### src/rtl/nn_readout_stream_classifier.sv
// Streaming readout classifier: accumulates I/Q per window, hands packed features to an NN core,
// waits (bounded) for the prediction and writes {timeout, prediction} to the result BRAM.
module nn_readout_stream_classifier #(
  parameter int NUM_WINDOWS    = 2,
  parameter int WINDOW_LEN     = 200,
  parameter int IQ_WIDTH_IN    = 14,
  parameter int SHIFT_M        = 7,
  parameter int SHIFT_N        = 1,
  parameter int PRED_BITS      = 2,
  parameter int BRAM_ADDR_BITS = 14,
  parameter int TIMEOUT        = 64,
  localparam int IQ_W     = IQ_WIDTH_IN - SHIFT_M,
  localparam int ACC_W    = IQ_W + $clog2(WINDOW_LEN),
  localparam int FEAT_W   = ACC_W - SHIFT_N,
  localparam int FEAT_TOT = 2 * NUM_WINDOWS * FEAT_W
) (
  input  logic                      ap_clk,
  input  logic                      ap_rst_n,
  input  logic                      clear,
  input  logic                      trigger,
  input  logic [31:0]               in_TDATA,
  input  logic                      in_TVALID,
  output logic [FEAT_TOT-1:0]       feat_data,
  output logic                      feat_valid,
  input  logic                      feat_ready,
  input  logic [PRED_BITS-1:0]      pred_data,
  input  logic                      pred_valid,
  output logic [BRAM_ADDR_BITS-1:0] out_ADDR,
  output logic [PRED_BITS:0]        out_DATA,
  output logic                      out_WE,
  output logic                      busy,
  output logic [15:0]               shot_count,
  output logic [15:0]               overrun_count,
  output logic                      wrapped
);

  localparam int CNT_W = (WINDOW_LEN > 1) ? $clog2(WINDOW_LEN) : 1;
  localparam int WIN_W = (NUM_WINDOWS > 1) ? $clog2(NUM_WINDOWS) : 1;
  localparam int TMO_W = (TIMEOUT > 1) ? $clog2(TIMEOUT) : 1;
  localparam logic [CNT_W-1:0] LAST_SAMP = CNT_W'(WINDOW_LEN - 1);
  localparam logic [WIN_W-1:0] LAST_WIN  = WIN_W'(NUM_WINDOWS - 1);
  localparam logic [TMO_W-1:0] TMO_LAST  = TMO_W'(TIMEOUT - 1);

  typedef enum logic [2:0] {IDLE, ACCUM, ISSUE, WAIT_PRED, WRITE} state_t;
  state_t state, state_nx;

  logic [CNT_W-1:0]          samp_cnt;
  logic [WIN_W-1:0]          win_idx;
  logic [TMO_W-1:0]          tmo_cnt;
  logic signed [ACC_W-1:0]   sum_i [NUM_WINDOWS];
  logic signed [ACC_W-1:0]   sum_q [NUM_WINDOWS];
  logic [BRAM_ADDR_BITS-1:0] addr;
  logic [PRED_BITS:0]        wdata;
  logic sample_fire, shot_done, pred_take, tmo_hit;
  logic unused_tdata;

  // Arithmetic drop of SHIFT_M LSBs, then sign extension to accumulator width.
  function automatic logic signed [ACC_W-1:0] trim_sample(input logic [IQ_WIDTH_IN-1:0] raw);
    logic signed [IQ_W-1:0] t;
    t = raw[IQ_WIDTH_IN-1:SHIFT_M];
    return {{(ACC_W-IQ_W){t[IQ_W-1]}}, t};
  endfunction

  // Floor division by 2^SHIFT_N; the accumulator is wide enough that no saturation is needed.
  function automatic logic signed [FEAT_W-1:0] floor_shift(input logic signed [ACC_W-1:0] s);
    return s[ACC_W-1:SHIFT_N];
  endfunction

  assign unused_tdata = ^in_TDATA[31-2*IQ_WIDTH_IN:0];

  always_comb begin
    sample_fire = (state == ACCUM) && in_TVALID;
    shot_done   = sample_fire && (samp_cnt == LAST_SAMP) && (win_idx == LAST_WIN);
    pred_take   = (state == WAIT_PRED) && pred_valid;
    tmo_hit     = (state == WAIT_PRED) && !pred_valid && (tmo_cnt == TMO_LAST);
  end

  always_comb begin
    state_nx = state;
    case (state)
      IDLE:      if (trigger) state_nx = ACCUM;
      ACCUM:     if (shot_done) state_nx = ISSUE;
      ISSUE:     if (feat_ready) state_nx = WAIT_PRED;
      WAIT_PRED: if (pred_take || tmo_hit) state_nx = WRITE;
      WRITE:     state_nx = IDLE;
      default:   state_nx = IDLE;
    endcase
  end

  always_ff @(posedge ap_clk) begin
    if (!ap_rst_n || clear) state <= IDLE;
    else                    state <= state_nx;
  end

  // Accumulation stage: per-window running sums, sample and window counters.
  always_ff @(posedge ap_clk) begin
    if (!ap_rst_n || clear) begin
      samp_cnt <= '0;
      win_idx  <= '0;
      for (int k = 0; k < NUM_WINDOWS; k++) begin
        sum_i[k] <= '0;
        sum_q[k] <= '0;
      end
    end else if (state == IDLE && trigger) begin
      samp_cnt <= '0;
      win_idx  <= '0;
      for (int k = 0; k < NUM_WINDOWS; k++) begin
        sum_i[k] <= '0;
        sum_q[k] <= '0;
      end
    end else if (sample_fire) begin
      sum_i[win_idx] <= sum_i[win_idx] + trim_sample(in_TDATA[31 -: IQ_WIDTH_IN]);
      sum_q[win_idx] <= sum_q[win_idx] + trim_sample(in_TDATA[31-IQ_WIDTH_IN -: IQ_WIDTH_IN]);
      if (samp_cnt == LAST_SAMP) begin
        samp_cnt <= '0;
        win_idx  <= (win_idx == LAST_WIN) ? '0 : win_idx + 1'b1;
      end else begin
        samp_cnt <= samp_cnt + 1'b1;
      end
    end
  end

  // Prediction and write stage: timeout counter, result word, address and statistics.
  always_ff @(posedge ap_clk) begin
    if (!ap_rst_n || clear) begin
      tmo_cnt       <= '0;
      wdata         <= '0;
      addr          <= '0;
      shot_count    <= '0;
      overrun_count <= '0;
      wrapped       <= 1'b0;
    end else begin
      if (state == WAIT_PRED) tmo_cnt <= tmo_cnt + 1'b1;
      else                    tmo_cnt <= '0;
      if (pred_take)    wdata <= {1'b0, pred_data};
      else if (tmo_hit) wdata <= {1'b1, {PRED_BITS{1'b0}}};
      if (state == WRITE) begin
        addr       <= addr + 1'b1;
        shot_count <= shot_count + 16'd1;
        if (&addr) wrapped <= 1'b1;
      end
      if (trigger && state != IDLE && overrun_count != 16'hFFFF)
        overrun_count <= overrun_count + 16'd1;
    end
  end

  // Features are pure wiring off the sum registers, which are frozen outside ACCUM.
  for (genvar k = 0; k < NUM_WINDOWS; k++) begin : g_feat
    assign feat_data[2*k*FEAT_W +: FEAT_W]     = floor_shift(sum_i[k]);
    assign feat_data[(2*k+1)*FEAT_W +: FEAT_W] = floor_shift(sum_q[k]);
  end

  assign feat_valid = (state == ISSUE);
  assign out_WE     = (state == WRITE);
  assign busy       = (state != IDLE);
  assign out_ADDR   = addr;
  assign out_DATA   = wdata;

endmodule

### config.mk
export PLATFORM = sky130hd
export DESIGN_NAME = nn_readout_stream_classifier
export DESIGN_NICKNAME = d
export VERILOG_FILES = /design/src/rtl/nn_readout_stream_classifier.sv
export SDC_FILE = /design/constraint.sdc
export NUM_CORES = 1
export LEC_CHECK = 0
export ABC_AREA = 1
export CAP_MARGIN = 40
export CORE_ASPECT_RATIO = 1.4
export CORE_MARGIN = 2
export CORE_UTILIZATION = 54
export DETAILED_ROUTE_END_ITERATION = 16
export HOLD_SLACK_MARGIN = 0.02
export PLACE_DENSITY = 0.82
export REMOVE_ABC_BUFFERS = 1
export SETUP_SLACK_MARGIN = 0.3
export SLEW_MARGIN = 0
export SYNTH_ARGS = -nofsm -noshare
export SYNTH_HDL_FRONTEND = slang
export SYNTH_SLANG_ARGS = --single-unit
### constraint.sdc
create_clock -name ap_clk -period 3.05 [get_ports ap_clk]
set_input_delay 0.305 -clock ap_clk [delete_from_list [all_inputs] [get_ports ap_clk]]
set_output_delay 0.305 -clock ap_clk [all_outputs]
set_load 0.01 [all_outputs]
==> summary.txt, run 1 <==
Outcome
  – Status: finished clean

Setup path
  – R2R cell count: 11
  – Max incr delay on CP: 360 ps
  – Worst-path maximum fanout: 34
  – Required time of the critical path: between 3000 and 4000 ps
  – Most common cell on crit path: nor2_1
  – RR Endpoint: sum_q[0][8]
  – Worst Setup End Kind: register
  – Crit path DAT: ~2600 ps
  – Kind of critical path: register to register
  – Critical-path top delay cell: mux2_2
  – Reg2Reg Setup Slack: 580 ps
  – Critical Path Source Type: register
  – CP Cell Sequence: buf_12, mux2_2, ha_1, inv_1, fa_1, nor2_1, nor2_1, nor2_1, nor2_1, xor2_1, nor2_1

Detailed routing
  – Final wirelength: 18180 um
  – Avg WL per Cell: 13.15 um
  – Mean number of vias per cell: 5.067
  – Drt pass-1 iters: 4
  – Drc violations: 0
  – Antenna viol nets, final: 0
  – DR vias: 7008
  – Iteration-0 DRC count of the detailed router: 220

Logic synthesis
  – Register area share after synthesis: 0.3865
  – Synthesized cell area: 8235 um^2
  – Post-synth EDFFs: 60
  – Most common cell in the netlist: nand2_1
  – Leading register cell type out of synthesis: dfxtp_1
  – Largest area contributor in the netlist: edfxtp_1
  – Top-area cell type share of the netlist area: 0.2188
  – Top post-synthesis cells by area: edfxtp_1, dfxtp_1, nand2_1
  – Average size of a mapped cell: 7.507 um^2
  – Synth Register Bits: 129
  – Synthesis warning total: 0
  – Netlist cell types: 42
  – Post-synthesis async set-or-reset flop share: 0
  – Post-synth top cells: nand2_1, nor2_1, inv_1
  – Synthesized netlist cell count: 1097

Floorplan
  – # IOs: 150
  – Rows: 53
  – Die area: about 16000 um^2
  – Core Box Area: ~15000 um^2
  – Die Y: 150.1 um
  – Starting Density: 0.5495
  – Die X: 108.4 um

GRT
  – First-pass GRT wire length: between 20000 and 30000 um
  – Gr ovfl total: 0
  – Largest net degree at the start of global routing: 35
  – Gr usage total: 0.2311
  – Initial antenna violation count: 0
  – Vias in the first global route: 6708

Timing
  – # setup viols final: 0
  – Final min period: between 2000 and 2500 ps
  – Tcrit/Tclk final: 0.8091
  – Worst-Margin Slew: 439.7 ps
  – Max_slew headroom: 0.7042
  – Peak Freq: 405.2 MHz
  – RSZ-0062 raised after global routing: no
  – Pins Over Slew Limit: 0
  – Setup TNS: 0 ps
  – Final Skew: ~12 ps
  – Fin. Hold Viols: 0

Layout
  – Final #Nets: 1256
  – Non-filler cells, final: 1383
  – Share of cells above drive strength 1: 0.07893
  – Diodes inserted: 0
  – Util after Layout: 0.6565
  – FILL cells: 1295
  – Finished Cell Area: 9838 um^2
  – Layout area overhead: 19.46%

Clocking
  – Clock Latency Late Sink: 420 ps
  – Setup bufs post-CTS: 0
  – # resized after CTS: 0
  – Clk root buf: clkbuf_16
  – CTS max path bufs: 2
  – Clock transition at path regs: 60 ps
  – Hold-fix buffers at CTS: 0
  – CTS Buf Count: 17
  – Clock Sinks: 129
  – H-tree depth: 4
  – CTS tree: done

Place
  – Count of input and output buffers: about 130
  – Dpl cells: 1352
  – Final GP Congestion: 0.8871
  – Post-DP HPWL: 13120 um
  – Placed Area: just over 9000 um^2

Pwr
  – Pleak: 0.004212 uW
  – VDD IR max: 312.6 uV
  – Power per cell area: 432.7 nW/um^2
  – Total power: 4257 uW

Hold path
  – Min-delay src: tmo_cnt[0]
  – Hold WC Path Type: register to register
  – Hold depth: 1
  – Hold EP: tmo_cnt[0]

Flow run
  – Max-capacitance violation count: 0
[critical path: cells and delay by family, from the launching register on]
kind	cells	cell delay [ps]
flops	1	350
simple gates	5	540
mux	1	360
fa+ha+maj	2	460
xor+xnor	1	190
buf+inv	2	300
[cells in the final DEF (no fill, tap or decap), types with 15 or more instances in the layout]
cell type | synthesis | layout
edfxtp_1 | 60 | 60
inv_1 | 149 | 149
mux2_2 | 26 | 26
clkbuf_16 | 0 | 18
dfxtp_1 | 69 | 69
nor2_1 | 168 | 168
nand3_1 | 46 | 46
o21ai_0 | 16 | 16
xor2_1 | 18 | 18
nand2_1 | 284 | 284
nand4_1 | 15 | 15
a21oi_1 | 57 | 57
ha_1 | 34 | 34
clkdlybuf4s50_1 | 0 | 131
[metal layers]
metal  track usage  vias up  share of wire
met3       0.07100       32          0.061
met5             0        -              0
met1        0.2357     3212           0.39
li1              -     3596              -
met2        0.4358      168           0.53
met4       0.08590        0          0.019
[how the worst max path moves through the flow]
stage,cells past startpoint,slack [ps],start,endpoint
2_1_floorplan,10,390,register,sum_q[0][8]
3_3_place_gp,11,600,register,sum_i[1][8]
3_5_place_dp,11,580,in_TDATA[17],sum_q[0][12]
4_1_cts,11,580,register,sum_i[1][8]
5_1_grt,11,410,register,sum_q[0][8]
6_report,11,580,register,sum_q[0][8]
[metrics by stage]
step / worst slack [ps] / hold slack, ps
3_3_place_gp: 601.8 / 435.0
4_1_cts: 579.9 / 438.1
3_5_place_dp: 584.4 / 439.1
2_1_floorplan: 387.0 / 417.6
6_report: 582.2 / 448.1
5_1_grt: 410.2 / 468.7
[final cells by class]
type / count / area, um^2 / area share
Clock buffer: 19 / 464.2 / 0.04718
Clock inverter: 12 / 80.08 / 0.008139
Inverter: 152 / 570.5 / 0.05799
Multi-Input combinational cell: 741 / 3924 / 0.3988
Sequential cell: 129 / 3183 / 0.3235
Tap cell: 192 / 240.2 / 0.02442
Timing Repair Buffer: 138 / 1376 / 0.1399
[state kept, by name (all words and copies together), names as in the netlist, 6 cells and up, named ones only]
| name | count |
|---|---|
| sum_q | 30 |
| shot_count | 16 |
| tmo_cnt | 6 |
| sum_i | 30 |
| overrun_count | 16 |
| samp_cnt | 8 |
| out_ADDR | 14 |
[power by group]
group | switching, uW | internal [uW]
Clock | 788 | 1100
Sequential | 21.0 | 1850
Combinational | 285 | 213
Total | 1090 | 3160
[kinds of logic after synthesis]
group	Yosys count	synth area share
AND/OR/NAND/NOR	566	0.2970
buffers and inverters	227	0.1370
flip-flops	129	0.3865
AO/OA/AOI/OAI	82	0.05439
adder cells (fa/ha/maj)	36	0.05652
XOR/XNOR	31	0.03297
multiplexers	26	0.03555
No activity file was read; power rests on OpenSTA's default activity.
==> run 2: changes to the inputs <==
--- a/config.mk
+++ b/config.mk
@@ -9,10 +9,10 @@
 export CAP_MARGIN = 40
 export CORE_ASPECT_RATIO = 1.4
 export CORE_MARGIN = 2
-export CORE_UTILIZATION = 54
+export CORE_UTILIZATION = 48
 export DETAILED_ROUTE_END_ITERATION = 16
 export HOLD_SLACK_MARGIN = 0.02
-export PLACE_DENSITY = 0.82
+export PLACE_DENSITY = 0.77
 export REMOVE_ABC_BUFFERS = 1
 export SETUP_SLACK_MARGIN = 0.3
 export SLEW_MARGIN = 0
==> constraint.sdc (replaced) <==
create_clock -name ap_clk -period 2.09 [get_ports ap_clk]
set_input_delay 0.209 -clock ap_clk [delete_from_list [all_inputs] [get_ports ap_clk]]
set_output_delay 0.209 -clock ap_clk [all_outputs]
set_load 0.01 [all_outputs]
==> run 2 against run 1 <==
Compared with the run above:
- the run now ends with negative setup slack left
- first-iteration DRC count rose to 3.8 times the previous value
- final cell count up 5.9%
- die area up 12%
- register-to-register slack worse by 910 ps
- power up 62%
- via count up 13%
- clock-buffer cell count up 7
- utilization up 4.4 points
- sequential share of layout area down 5.3 points
- worst setup slack worse by 910 ps
- combinational power rose to 2.7 times the previous value
- clock power up 51%
- critical path type unchanged
- largest power group unchanged
- highest routed layer unchanged
==> summary.txt, run 2 (synthesis results as in run 1) <==
Outcome
  – Status: finished with violations
  – Failing checks: negative setup slack

Place
  – Count of input and output buffers: 131 (unchanged)
  – Dpl cells: 1402 (+3.7%)
  – Post-DP HPWL: 13460 um (+2.6%)
  – Placed Area: 9625 um^2 (+3.6%)
  – Final GP Congestion: 0.8866 (about the same)

Timing
  – Peak Freq: 414.4 MHz (+2.3%)
  – Final min period: 2413 ps (-54.90 ps)
  – Pins Over Slew Limit: 0 (unchanged)
  – Worst-Margin Slew: 418.8 ps (-20.86 ps)
  – RSZ-0062 raised after global routing: yes
  – Final hold slack: 345.9 ps (-102.1 ps)
  – Final Skew: 13.71 ps (+1.264 ps)
  – Max_slew headroom: 0.7208 (+0.01661)
  – # setup viols final: 46 (+46)
  – Setup slack after layout: -322.9 ps (-905.1 ps)
  – Fin. Hold Viols: 0 (unchanged)
  – Tcrit/Tclk final: 1.154 (+0.3454)
  – Setup TNS: -8066 ps (-8066 ps)

Clocking
  – Clk root buf: clkbuf_16
  – CTS Buf Count: 17 (unchanged)
  – CTS max path bufs: 2 (unchanged)
  – CTS tree: done
  – Clock Sinks: 129 (unchanged)
  – Clock transition at path regs: 60 ps (about the same)
  – Hold-fix buffers at CTS: 0 (unchanged)
  – Clock Latency Late Sink: 440 ps (+20 ps)
  – H-tree depth: 4 (unchanged)

Setup path
  – WP buf/inv: 4 (+2)
  – Required time of the critical path: 2260 ps (-940 ps)
  – Worst-path maximum fanout: 6 (-82%)
  – Kind of critical path: register to register
  – Crit path DAT: 2580 ps (-30 ps)
  – CP Cell Sequence: buf_6, buf_12, buf_16, mux2_4, ha_4, nand2_4, inv_2, nand2_1, nand2_1, a21oi_2, nand3_1, nand2_2, nor2_1
  – Critical Path Source Type: register
  – Critical-path top delay cell: dfxtp_4
  – Top delay family on crit path: simple AND/OR/NAND/NOR gates
  – Worst Setup End Kind: register
  – Most common cell on crit path: nand2_1
  – Max incr delay on CP: 380 ps (+20 ps)

GRT
  – Largest net degree at the start of global routing: 31 (-11%)
  – Initial antenna violation count: 0 (unchanged)
  – Gr ovfl total: 0 (unchanged)
  – Gr usage total: 0.2471 (+0.01599)
  – Vias in the first global route: 7641 (+14%)
  – First-pass GRT wire length: 36000 um (+21%)

Layout
  – Share of cells above drive strength 1: 0.2892 (+0.2103)
  – FILL cells: 1141 (-12%)
  – Non-filler cells, final: 1465 (+5.9%)
  – Util after Layout: 0.7009 (+0.04444)
  – Most common cell after layout, fill and taps aside: nand2_1
  – Finished Cell Area: 11790 um^2 (+20%)
  – Final #Nets: 1327 (+5.7%)
  – Diodes inserted: 0 (unchanged)
  – Layout area overhead: 43.12%
  – Biggest regs: sum_i: 30 flops, sum_q: 30 flops
  – Most frequent cells in the layout: nand2_1, nor2_1, clkdlybuf4s50_1, inv_1, dfxtp_1

Detailed routing
  – Drt pass-1 iters: 6 (+2)
  – Final wirelength: 25530 um (+40%)
  – DR vias: 7954 (+13%)
  – Mean number of vias per cell: 5.429 (+7.1%)
  – Iteration-0 DRC count of the detailed router: 831 (+280%)
  – Drc violations: 0 (unchanged)
  – Avg WL per Cell: 17.42 um (+33%)
  – Antenna viol nets, final: 0 (unchanged)

Floorplan
  – Die Y: 159.0 um (+5.9%)
  – # IOs: 150 (unchanged)
  – Die area: 18240 um^2 (+12%)
  – Die X: 114.7 um (+5.8%)
  – Core Box Area: 16820 um^2 (+12%)
  – Starting Density: 0.4897 (-0.05978)
  – Rows: 56 (+5.7%)

Pwr
  – Power per cell area: 586.2 nW/um^2 (+35%)
  – VDD IR max: 471.6 uV (+51%)
  – Pleak: 0.004861 uW (+15%)

Hold path
  – Hold WC Path Type: primary input to register

Flow run
  – Max-capacitance violation count: 0 (unchanged)
## run 2: changes by cell type in the layout (fill, tap and decap cells not counted), moves of 23 or more
| cell | previous run | this run |
|---|---|---|
| buf_4 | 6 | 51 |
| nand2_1 | 284 | 203 |
| inv_1 | 149 | 120 |
| ha_1 | 34 | 7 |
| ha_4 | 0 | 26 |
| nand2_2 | 3 | 58 |
| nor2_1 | 168 | 145 |
| nand2_4 | 3 | 28 |
## run 2: report_power, final
| part | total, uW | internal [uW] | switching (uW) |
|---|---|---|---|
| clock | 2860 | 1730 | 1130 |
| sequential | 2730 | 2690 | 38.4 |
| combinational | 1320 | 605 | 713 |
## run 2: path summary, 6_finish.rpt
check / from / end / slack [ps] / cells after the start
worst max-delay path: register / sum_i[0][13] / -320 / 13
worst min-delay path: pred_data[0] / out_DATA[0] / 350 / 3
worst max register to register: register / sum_i[0][13] / -320 / 13
worst min register to register: tmo_cnt[0] / tmo_cnt[0] / 440 / 1
## run 2: worst register-to-register path: stages, from the launching register on
cell and delay [ps]:
dfxtp_4 380, buf_6 140, buf_12 120, buf_16 140, mux2_4 310, ha_4 280
nand2_4 110, inv_2 60, nand2_1 70, nand2_1 70, a21oi_2 210, nand3_1 130
nand2_2 100, nor2_1 50
## run 2: routing by layer
layer / wire [um] / up-vias / track usage
met3: 2061 / 86 / 0.07842
li1: - / 3721 / -
met1: 9324 / 3747 / 0.2552
met2: 13100 / 400 / 0.4392
met5: 0 / - / 0
met4: 1046 / 0 / 0.1292
## run 2: area by class of cell
cell class                 count  area [um^2]  share of cell area
sequential                   129         3193              0.2709
tap                          203        254.0             0.02155
clock buffer                  26        530.5             0.04501
clock inverter                 5        25.02            0.002123
timing repair buffer         209         2105              0.1786
multi-input combinational    741         5086              0.4315
inverter                     152        593.1             0.05032
## run 2: repair_timing
item	in CTS	in global routing
cloned	3	0
pin swaps	55	58
buffers inserted	16	13
endpoints found under the hold margin	0	0
endpoints found under the setup margin	61	124
gates resized for setup	166	145
## run 2: through the flow
stage,worst slack (ps),total power (uW)
floorplan,-573.0,3229
global placement,-193.2,3568
detailed placement,-256.6,3583
CTS,-125.7,6602
global route,-397.2,7091
finish,-322.9,6909
